===== src/rtl/int_sequencer_pkg.sv =====
// int_sequencer_pkg: shared constants and FSM state type for the interrupt sequencer
package int_sequencer_pkg;
  localparam int NSRC = 4;
  localparam int IDXW = $clog2(NSRC);
  localparam logic [31:0] VEC_BASE = 32'hFFFF_FFFC;
  typedef enum logic [1:0] {IDLE, REQ, SERVICE} state_t;
endpackage


===== src/rtl/int_sequencer_if.sv =====
// int_sequencer_if: accelerator/CPU-side signals of the interrupt sequencer
interface int_sequencer_if;
  import int_sequencer_pkg::*;
  logic [NSRC-1:0] done;
  logic int_ack;
  logic isr_done;
  logic cfg_we;
  logic [NSRC-1:0] cfg_mask;
  logic int_req;
  logic [31:0] int_addr;
  logic [NSRC-1:0] pending;
  logic [NSRC-1:0] overrun;
  logic [NSRC-1:0] in_service;
  modport master (
    output done, int_ack, isr_done, cfg_we, cfg_mask,
    input int_req, int_addr, pending, overrun, in_service
  );
  modport slave (
    input done, int_ack, isr_done, cfg_we, cfg_mask,
    output int_req, int_addr, pending, overrun, in_service
  );
endinterface


===== src/rtl/int_sequencer_prio_enc.sv =====
// int_prio_enc: index of the highest set request bit plus an any-set flag
module int_prio_enc
  import int_sequencer_pkg::*;
(
  input  logic [NSRC-1:0] req,
  output logic [IDXW-1:0] idx,
  output logic            valid
);
  // ascending scan so the highest set bit is written last and wins
  always_comb begin
    idx = '0;
    for (int i = 0; i < NSRC; i++) idx = req[i] ? IDXW'(i) : idx;
  end
  assign valid = |req;
endmodule


===== src/rtl/int_sequencer.sv =====
// int_sequencer: edge-captured, masked, prioritised interrupt request/ack/service sequencer
module int_sequencer
  import int_sequencer_pkg::*;
(
  input  logic             clk,
  input  logic             rst_n,
  int_sequencer_if.slave   bus
);
  state_t state, state_n;
  logic [NSRC-1:0] done_q, pending, overrun, mask, in_service, rise, elig, clr;
  logic [IDXW-1:0] vec_idx, vec_idx_n, enc_idx;
  logic enc_valid, ack_fire;
  assign rise = bus.done & ~done_q;
  assign elig = pending & ~mask;
  assign clr  = ack_fire ? NSRC'(1) << vec_idx : '0;
  int_prio_enc u_enc (.req(elig), .idx(enc_idx), .valid(enc_valid));
  // next state and vector: track the winner while requesting, freeze it on ack
  always_comb begin
    state_n   = state;
    vec_idx_n = vec_idx;
    ack_fire  = 1'b0;
    case (state)
      IDLE: begin
        state_n   = enc_valid ? REQ : IDLE;
        vec_idx_n = enc_valid ? enc_idx : vec_idx;
      end
      REQ: begin
        ack_fire  = bus.int_ack;
        state_n   = bus.int_ack ? SERVICE : enc_valid ? REQ : IDLE;
        vec_idx_n = (!bus.int_ack && enc_valid) ? enc_idx : vec_idx;
      end
      SERVICE: state_n = bus.isr_done ? IDLE : SERVICE;
      default: state_n = IDLE;
    endcase
  end
  // registers: a new edge beats the ack clear of the same source
  always_ff @(posedge clk) begin
    if (!rst_n) begin
      state      <= IDLE;
      vec_idx    <= '0;
      done_q     <= '0;
      pending    <= '0;
      overrun    <= '0;
      mask       <= '0;
      in_service <= '0;
    end else begin
      state      <= state_n;
      vec_idx    <= vec_idx_n;
      done_q     <= bus.done;
      pending    <= (pending & ~clr) | rise;
      overrun    <= (overrun & ~clr) | (rise & pending & ~clr);
      mask       <= bus.cfg_we ? bus.cfg_mask : mask;
      in_service <= ack_fire ? clr : (state == SERVICE && bus.isr_done) ? '0 : in_service;
    end
  end
  assign bus.int_req    = state == REQ;
  assign bus.int_addr   = state == IDLE ? '0 : {VEC_BASE[31:IDXW], vec_idx};
  assign bus.pending    = pending;
  assign bus.overrun    = overrun;
  assign bus.in_service = in_service;
endmodule


===== src/flat_wrapper.sv =====
// flat-port wrapper written by rule: the top's interface ports become plain ports
module int_sequencer_flat import int_sequencer_pkg::*;
  (clk, rst_n, bus_done, bus_int_ack, bus_isr_done, bus_cfg_we, bus_cfg_mask, bus_int_req, bus_int_addr, bus_pending, bus_overrun, bus_in_service);
  int_sequencer_if bus_i ();
  input  logic clk;
  input  logic rst_n;
  input wire logic [$bits(bus_i.done)-1:0] bus_done;
  input wire logic [$bits(bus_i.int_ack)-1:0] bus_int_ack;
  input wire logic [$bits(bus_i.isr_done)-1:0] bus_isr_done;
  input wire logic [$bits(bus_i.cfg_we)-1:0] bus_cfg_we;
  input wire logic [$bits(bus_i.cfg_mask)-1:0] bus_cfg_mask;
  output wire logic [$bits(bus_i.int_req)-1:0] bus_int_req;
  output wire logic [$bits(bus_i.int_addr)-1:0] bus_int_addr;
  output wire logic [$bits(bus_i.pending)-1:0] bus_pending;
  output wire logic [$bits(bus_i.overrun)-1:0] bus_overrun;
  output wire logic [$bits(bus_i.in_service)-1:0] bus_in_service;
  assign bus_i.done = bus_done;
  assign bus_i.int_ack = bus_int_ack;
  assign bus_i.isr_done = bus_isr_done;
  assign bus_i.cfg_we = bus_cfg_we;
  assign bus_i.cfg_mask = bus_cfg_mask;
  assign bus_int_req = bus_i.int_req;
  assign bus_int_addr = bus_i.int_addr;
  assign bus_pending = bus_i.pending;
  assign bus_overrun = bus_i.overrun;
  assign bus_in_service = bus_i.in_service;
  int_sequencer u_core (.clk(clk), .rst_n(rst_n), .bus(bus_i));
endmodule

===== config.mk =====
export PLATFORM = sky130hd
export DESIGN_NAME = int_sequencer_flat
export DESIGN_NICKNAME = d
export VERILOG_FILES = /design/src/rtl/int_sequencer_pkg.sv /design/src/rtl/int_sequencer_if.sv /design/src/rtl/int_sequencer_prio_enc.sv /design/src/rtl/int_sequencer.sv /design/src/flat_wrapper.sv
export SDC_FILE = /design/constraint.sdc
export NUM_CORES = 1
export LEC_CHECK = 0
export BUFFER_PORTS_ARGS = -buffer_cell sky130_fd_sc_hd__buf_2
export CORE_UTILIZATION = 35
export DETAILED_ROUTE_END_ITERATION = 10
export GPL_ROUTABILITY_DRIVEN = 0
export PLACE_DENSITY = 0.65
export SLEW_MARGIN = 20
export SYNTH_ARGS = -nofsm -noshare
export SYNTH_HDL_FRONTEND = slang
export SYNTH_SLANG_ARGS = --single-unit

===== constraint.sdc =====
create_clock -name clk -period 1.3 [get_ports clk]
set_input_delay 0.26 -clock clk [delete_from_list [all_inputs] [get_ports clk]]
set_output_delay 0.26 -clock clk [all_outputs]
set_load 0.05 [all_outputs]

==> metrics.txt, run 1 <==
total number of vias=931; Worst Skew=8.52 ps; cell area after synthesis=0.00116 mm²; flop2flop setup slack=20 ps; antenna violations before repair=0; Reg area=~490 µm²; routed wire length per instance=between 10 and 15 µm; Core Rows=20; Slew HR=between 70% and 80%; Die Span X=59.7 µm; crit path launch type=register; share of layout cells above drive strength 1=52.8%; Routed WL=2.39 mm; post-route ant nets=0; clock buffer count from CTS=3; number of synthesis warnings=0; Core Area=between 0.003 and 0.004 mm²; Max clock buf depth=2; RSZ-0062 raised after global routing=true; # clock sinks=24; Seq/Total Area, Yosys=about 41%; Yosys reg bits=24; CTS tree=done; LEAKAGE=0.759 nW; Crit. End Element=output pin; worst hold path type=in -> reg; Die Area=about 0.0036 mm²; post-place setup slack=80.2 ps; Max Used Layer=met4; DRT iter0 DRCs=13; P per Cell Area=1640 mW/mm²; starting density of the core=approximately 38%; status=finished, violations left; H-tree depth=1; Post-Route Utilization=approximately 54%; syn nets=144; synthesized area per cell=8.89 µm²; largest net degree at the start of global routing=29; met2 WL=between 1 and 1.5 mm; Overflow after GRT=0; Final Hold Viols=0; wl on met1=1.04 mm; setup TNS=-7260 ps; io pins=58; buffers added on ports=57; number of global-route vias before repair=851; dpl cell area=around 0.0013 mm²; Crit Path Max Fanout=15; post-synthesis cell type count=29; Worst EP required=roughly 1000 ps; Max-Cap Viols=0; clock slew at reported path FFs=130 ps; diode count=0; Max Clk Rate=652 MHz; vias per cell=4.50; DP Cell Count=200; min Tclk post-route=1530 ps; WS Path Type=reg -> out; met3 WL=141 µm; CTS Root Cell=clkbuf_4; Filler Cells Inserted=304; Total Nets Final=~180; final std cells w/o fill=207; Worst Tran Pin Value=390 ps; final worst-path cycle share=118%; Cells after Synth=131; Total Routing Usage GR=~14%; worst-skew pair later-pin latency=310 ps; first-pass GRT wire length=around 3.8 mm; multi-input logic area=492 µm²; DRC=0; estimated wirelength of the detail-placed design=between 1.5 and 2 mm; Max Transition Viols Final=0; Pre-Repair DR Iteration Count=3; Synth-to-Final Area Change=43.4%; worst setup margin=-234 ps; Worst IR Drop VDD=between 0.8 and 0.9 mV; # setup viols final=33; overall die height=59.7 µm; data arrival time of the worst path=1270 ps; failing checks=setup timing; design area=0.00167 mm²
final timing paths:
check,end,cells past startpoint,startpoint
max,bus_int_addr[10],3,u_core.state[0]
min,u_core.done_q[2],2,bus_done[2]
max reg2reg,u_core.bus.in_service[1],5,u_core.state[1]
min reg2reg,u_core.bus.in_service[3],2,u_core.bus.in_service[3]
cells by family after synthesis:
family	count (synthesis)	synth area share (%)
compound gates	20	10.6
mux	5	4.30
flops	24	41.2
buf+inv	37	21.4
simple gates	45	22.4
power by group:
group / leakage (nW) / switching, mW / total [mW] / internal (mW)
Sequential: 0.200 / 0.0465 / 0.840 / 0.794
Combinational: 0.538 / 0.980 / 1.51 / 0.529
Clock: 0.0210 / 0.216 / 0.388 / 0.171
Total: 0.759 / 1.24 / 2.74 / 1.49
per-stage QoR:
| stage | power (mW) | hold WS [ps] |
|---|---|---|
| 5_1_grt | 2.84 | 144 |
| 6_report | 2.74 | 149 |
| 4_1_cts | 2.72 | 144 |
| 2_1_floorplan | 1.97 | 382 |
| 3_3_place_gp | 1.99 | 446 |
| 3_5_place_dp | 2.00 | 447 |
registers in the layout, indices dropped and copies added (netlist names):
name	flops
u_core.bus.overrun	4
u_core.bus.pending	4
u_core.vec_idx	2
u_core.mask	4
u_core.state	2
u_core.done_q	4
u_core.bus.in_service	4
layer usage:
metal	global-route usage, %	vias up
li1	-	464
met1	16.6	426
met2	25.2	37
met3	2.38	4
met4	6.31	0
met5	0	-
placed cells by master (no fill, tap or decap), drive strengths merged, types with 3 or more instances in the layout:
| cell type | n |
|---|---|
| buf | 60 |
| a21oi | 8 |
| inv | 4 |
| dfxtp | 24 |
| nor2 | 3 |
| nor3b | 4 |
| o21ai | 5 |
| and2 | 7 |
| clkbuf | 5 |
| nor2b | 14 |
| nand2 | 9 |
| mux2i | 5 |
synthesized netlist by cell type:
cell | count | area share, %
a21boi_0 | 1 | 0.64
a21boi_1 | 1 | 0.64
a21o_1 | 1 | 0.64
a21oi_1 | 8 | 3.4
a31oi_1 | 1 | 0.54
a31oi_2 | 1 | 1.1
a32o_1 | 1 | 0.86
and2_1 | 7 | 3.8
and3_1 | 1 | 0.54
and3b_1 | 1 | 0.75
buf_1 | 1 | 0.32
buf_2 | 1 | 0.43
buf_4 | 29 | 19
clkbuf_1 | 2 | 0.64
dfxtp_1 | 24 | 41
inv_1 | 4 | 1.3
mux2i_1 | 5 | 4.3
nand2_1 | 9 | 2.9
nand3_1 | 1 | 0.43
nand3b_1 | 1 | 0.64
nor2_1 | 3 | 0.97
nor2b_1 | 14 | 7.5
nor3_1 | 2 | 0.86
nor3b_1 | 3 | 1.9
nor3b_2 | 1 | 1.1
o21a_1 | 1 | 0.64
o21ai_0 | 4 | 1.7
o21ai_1 | 1 | 0.43
or2_2 | 2 | 1.1
critical path, cell delays in order, from the launching register on:
cell and delay (ps):
dfxtp_2 340, or2_4 290, buf_16 170, buf_6 160
area by class of cell:
type	count	share of cell area, %
timing repair buffer	61	34.9
tap	44	3.30
multi-input combinational	70	29.4
sequential	24	29.3
clock buffer	4	2.17
inverter	4	0.899
repair_timing:
action	4_1_cts	5_1_grt
cloned	1	0
hold buffers	0	0
pin swaps	0	1
resized for setup	79	10
setup endpoints to repair	33	43
buffers inserted	2	0
No activity file was read; power rests on OpenSTA's default activity.
==> run 2, diff against run 1 <==
CTS_CLUSTER_DIAMETER = 120   (was default)
PLACE_DENSITY = 0.63   (was 0.65)
clock period = 1.7 ns   (was 1.3 ns; I/O delays follow)
==> metrics.txt, run 2 (same netlist as run 1, synthesis figures left out) <==
status=complete, no violations; overall die height=59.7 µm (unchanged); Final Total Pwr=1.76 mW (-36%); dpl cell area=0.00127 mm² (-2.4%); Max Clk Rate=615 MHz; worst hold slack=242 ps (+92.5 ps); starting density of the core=37.5% (unchanged); Slew HR=74.2% (+0.24 points); Worst EP required=1360 ps (+320 ps); Crit Path Max Fanout=14 (-1); Core Area=0.00310 mm² (unchanged); data arrival time of the worst path=1290 ps (+20 ps); clock buffer count from CTS=3 (unchanged); LEAKAGE=0.664 nW (-13%); Synth-to-Final Area Change=14.6%; Max Transition Viols Final=0 (unchanged); Die Span X=59.7 µm (unchanged); worst-skew pair later-pin latency=300 ps (about the same); WS Path Type=reg -> out; Worst Tran Pin Value=383 ps (-6.51 ps); share of layout cells above drive strength 1=42.5% (-10 points); Total Nets Final=175 (-1.1%); first-pass GRT wire length=3.28 mm (-14%); Pre-Repair DR Iteration Count=4 (+1); clock slew at reported path FFs=120 ps (about the same); post-route ant nets=0 (unchanged); crit path launch type=register; H-tree depth=1 (unchanged); Worst IR Drop VDD=0.526 mV (-35%); setup TNS=0 ps (+7260 ps); CTS tree=done; Filler Cells Inserted=347 (+14%); final std cells w/o fill=204 (-1.4%); post-place setup slack=242 ps (+162 ps); # clock sinks=24 (unchanged); most frequent cells in the layout=buf_2 (54), dfxtp_1 (22), nor2b_1 (14); # setup viols final=0 (-100%); Final Hold Viols=0 (unchanged); Die Area=0.00356 mm² (unchanged); io pins=58 (unchanged); design area=0.00134 mm² (-20%); P per Cell Area=1320 mW/mm² (-20%); DP Cell Count=199 (-0.50%); min Tclk post-route=1630 ps; DRC=0 (unchanged); buffers added on ports=57 (unchanged); RSZ-0062 raised after global routing=false; diode count=0 (unchanged); vias per cell=4.47 (-0.60%); Core Rows=20 (unchanged); antenna violations before repair=0 (unchanged); Overflow after GRT=0 (unchanged); Crit. End Element=output pin; Worst Skew=1.92 ps (-6.61 ps); routed wire length per instance=10.6 µm (-7.9%); Max-Cap Viols=0 (unchanged); CTS Root Cell=clkbuf_4; largest net degree at the start of global routing=29 (unchanged); final worst-path cycle share=95.6%; Post-Route Utilization=43.0% (-11 points); commonest non-fill, non-tap cell in the layout=buf_2; total number of vias=912 (-2.0%); estimated wirelength of the detail-placed design=1.58 mm (-0.24%); Routed WL=2.17 mm (-9.3%); Total Routing Usage GR=12.3% (-1.9 points); worst setup margin=74.9 ps (+309 ps); worst hold path type=in -> reg; DRT iter0 DRCs=26 (+13); Max clock buf depth=2 (unchanged); number of global-route vias before repair=801 (-5.9%)
run 2: cell types whose count changed in the layout (fill, tap and decap cells not counted), moves of 2 or more:
cell,previous run,this run
nor3_1,0,2
and2_1,5,7
buf_8,7,0
a21oi_1,5,8
nor3_2,2,0
a21oi_2,3,0
and2_4,2,0
buf_6,26,0
buf_2,23,54
dfxtp_2,4,2
dfxtp_1,19,22
run 2: final cells by class:
cell class              count  area [µm²]  share of cell area (%)
flip-flops and latches     24         483                    36.2
multi-input cells          71         447                    33.5
repair buffers             58         313                    23.4
well taps                  44        55.1                    4.12
clock buffers               3        22.5                    1.69
inverters                   4        15.0                    1.12
run 2: layer usage:
layer,routed length [µm],track usage [%]
met1,981,14.2
met5,0,0
met2,1010,20.8
met3,153,3.46
met4,22,5.98
run 2: power by group:
group | total (mW) | leakage (nW) | switching, mW | internal [mW]
clock | 0.232 | 0.0138 | 0.150 | 0.0826
sequential | 0.643 | 0.199 | 0.0364 | 0.606
combinational | 0.881 | 0.451 | 0.684 | 0.196
run 2: final timing paths:
path                             from                        to  slack (ps)  cells after the start
max                   u_core.state[0]          bus_int_addr[26]          70                      3
min                       bus_done[1]          u_core.done_q[1]         240                      2
max reg2reg           u_core.state[1]  u_core.bus.in_service[3]         490                      4
min reg2reg  u_core.bus.in_service[3]  u_core.bus.in_service[3]         460                      2
run 2: timing repair:
action / in CTS / in global routing
endpoints found under the setup margin: 32 / 18
buffers inserted: 0 / 1
hold buffers: 0 / 0
cloned: 1 / 0
gates resized for setup: 4 / 2
pin swaps: 1 / 0
hold endpoints to repair: 0 / 0
run 2: worst max-delay path: stages (launching register included):
cell	delay, ps
dfxtp_2	370
or2_4	270
buf_12	140
buf_2	200
==> run 3, diff against run 2 <==
CORE_UTILIZATION = 40   (was 35)
PLACE_DENSITY = 0.71   (was 0.63)
==> metrics.txt, run 3 (same netlist as run 1, synthesis figures left out) <==
dpl cell area=0.00126 mm² (-1.3%); WS Path Type=reg -> out; Worst Skew=12.2 ps (+10.3 ps); # setup viols final=0 (unchanged); clock buffer count from CTS=3 (unchanged); # clock sinks=24 (unchanged); commonest non-fill, non-tap cell in the layout=buf_2; Max Clk Rate=606 MHz (-1.5%); largest net degree at the start of global routing=29 (unchanged); CTS tree=done; Synth-to-Final Area Change=19.0%; io pins=58 (unchanged); H-tree depth=1 (unchanged); worst hold path type=in -> reg; Routed WL=2.17 mm (about the same); Reg area=485 µm² (+0.52%); number of global-route vias before repair=850 (+6.1%); Worst IR Drop VDD=0.919 mV (+75%); antenna violations before repair=0 (unchanged); wl on met1=975 µm (-0.61%); Worst EP required=1360 ps (about the same); Max Used Layer=met4; CP max stage delay=370 ps (about the same); worst-skew pair later-pin latency=310 ps (about the same); Pre-Repair DR Iteration Count=2 (-2); first-pass GRT wire length=3.73 mm (+14%); post-route ant nets=0 (unchanged); final std cells w/o fill=195 (-4.4%); Crit. End Element=output pin; Total Routing Usage GR=15.1% (+2.8 points); Worst Tran Pin Value=389 ps (+5.44 ps); Filler Cells Inserted=265 (-24%); crit path launch type=register; clock slew at reported path FFs=130 ps (about the same); P per Cell Area=1400 mW/mm² (+6.8%); Total Nets Final=178 (+1.7%); total number of vias=923 (+1.2%); met3 WL=147 µm (-3.9%); DRT iter0 DRCs=4 (-85%); Die Area=0.00313 mm² (-12%); cell breakdown of the critical path=or2_4 > and2_1 > buf_4; Overflow after GRT=0 (unchanged); data arrival time of the worst path=1310 ps (+20 ps); starting density of the core=42.2% (+4.7 points); final worst-path cycle share=97.0% (+1.4 points); overall die height=56.0 µm (-6.2%); setup TNS=0 ps (unchanged); most frequent cells in the layout=buf_2 (54), dfxtp_1 (22), nor2b_1 (14); Crit Path Max Fanout=4 (-10); DP Cell Count=186 (-6.5%); multi-input logic area=447 µm² (unchanged); Slowest cell on crit path=dfxtp_4; min Tclk post-route=1650 ps (+24.1 ps); CP bufs+invs=1 (-1); Die Span X=56.0 µm (-6.2%); Core Rows=19 (-5.0%); Core Area=0.00276 mm² (-11%); share of layout cells above drive strength 1=43.9% (+1.4 points); Max clock buf depth=2 (unchanged); LEAKAGE=0.698 nW (+5.2%); Final Hold Viols=0 (unchanged); buffers added on ports=57 (unchanged); estimated wirelength of the detail-placed design=1.57 mm (-0.65%); status=complete, no violations; Max-Cap Viols=0 (unchanged); DRC=0 (unchanged); CTS Root Cell=clkbuf_4; RSZ-0062 raised after global routing=false; Max Transition Viols Final=0 (unchanged); vias per cell=4.73 (+5.9%); design area=0.00139 mm² (+3.8%); Slew HR=74.1% (-0.17 points); met2 WL=1.03 mm (+1.9%); family with the most delay on the worst path=simple AND/OR/NAND/NOR gates; routed wire length per instance=11.1 µm (+4.6%); diode count=0 (unchanged)
==> run 3: changes by cell type in the layout (fill, tap and decap cells not counted), sizes merged <==
cell	change
buf	+3
bufinv	+1
==> run 3: where the power goes <==
| group | leakage (nW) | internal, mW | switching, mW |
|---|---|---|---|
| Combinational | 0.471 | 0.214 | 0.688 |
| Sequential | 0.199 | 0.606 | 0.0352 |
| Clock | 0.0279 | 0.238 | 0.165 |
==> run 3: cell type report <==
| type | instances | share of cell area (%) |
|---|---|---|
| multi-input combinational | 71 | 32.2 |
| inverter | 4 | 1.08 |
| clock buffer | 3 | 1.62 |
| timing repair buffer | 61 | 25.1 |
| sequential | 24 | 35.0 |
| tap | 31 | 2.80 |
| clock inverter | 1 | 2.17 |
==> run 3: what timing repair did <==
item	CTS	global route
gates resized for setup	4	3
pin swaps	1	1
endpoints found under the setup margin	32	18
gates cloned	1	0
setup buffers	0	4
hold buffers	0	0
==> run 3: through the flow <==
step                      worst slack (ps)  util (%)  hold slack, ps  power [mW]
after floorplan                       91.1         -             462        1.50
after global placement                 308      45.6             446        1.50
after detailed placement               225      45.6             451        1.50
after CTS                            -3.27      48.0             228        1.92
after global routing                  1.71      50.3             224        2.03
final                                 50.8      50.3             236        1.95
==> run 3: final timing paths <==
kind                                 start                       end  slack, ps  cells after the start
setup / recovery           u_core.state[1]           bus_int_addr[1]         50                      3
hold reg to reg   u_core.bus.in_service[3]  u_core.bus.in_service[3]        460                      2
setup reg to reg           u_core.state[1]     u_core.bus.pending[3]        400                      4
hold / removal                 bus_done[2]          u_core.done_q[2]        240                      2
==> run 3: per-layer routing <==
metal	vias to the layer above	track usage [%]
met5	-	0
met3	2	3.49
met4	0	6.27
li1	464	-
met1	421	18.4
met2	36	25.3
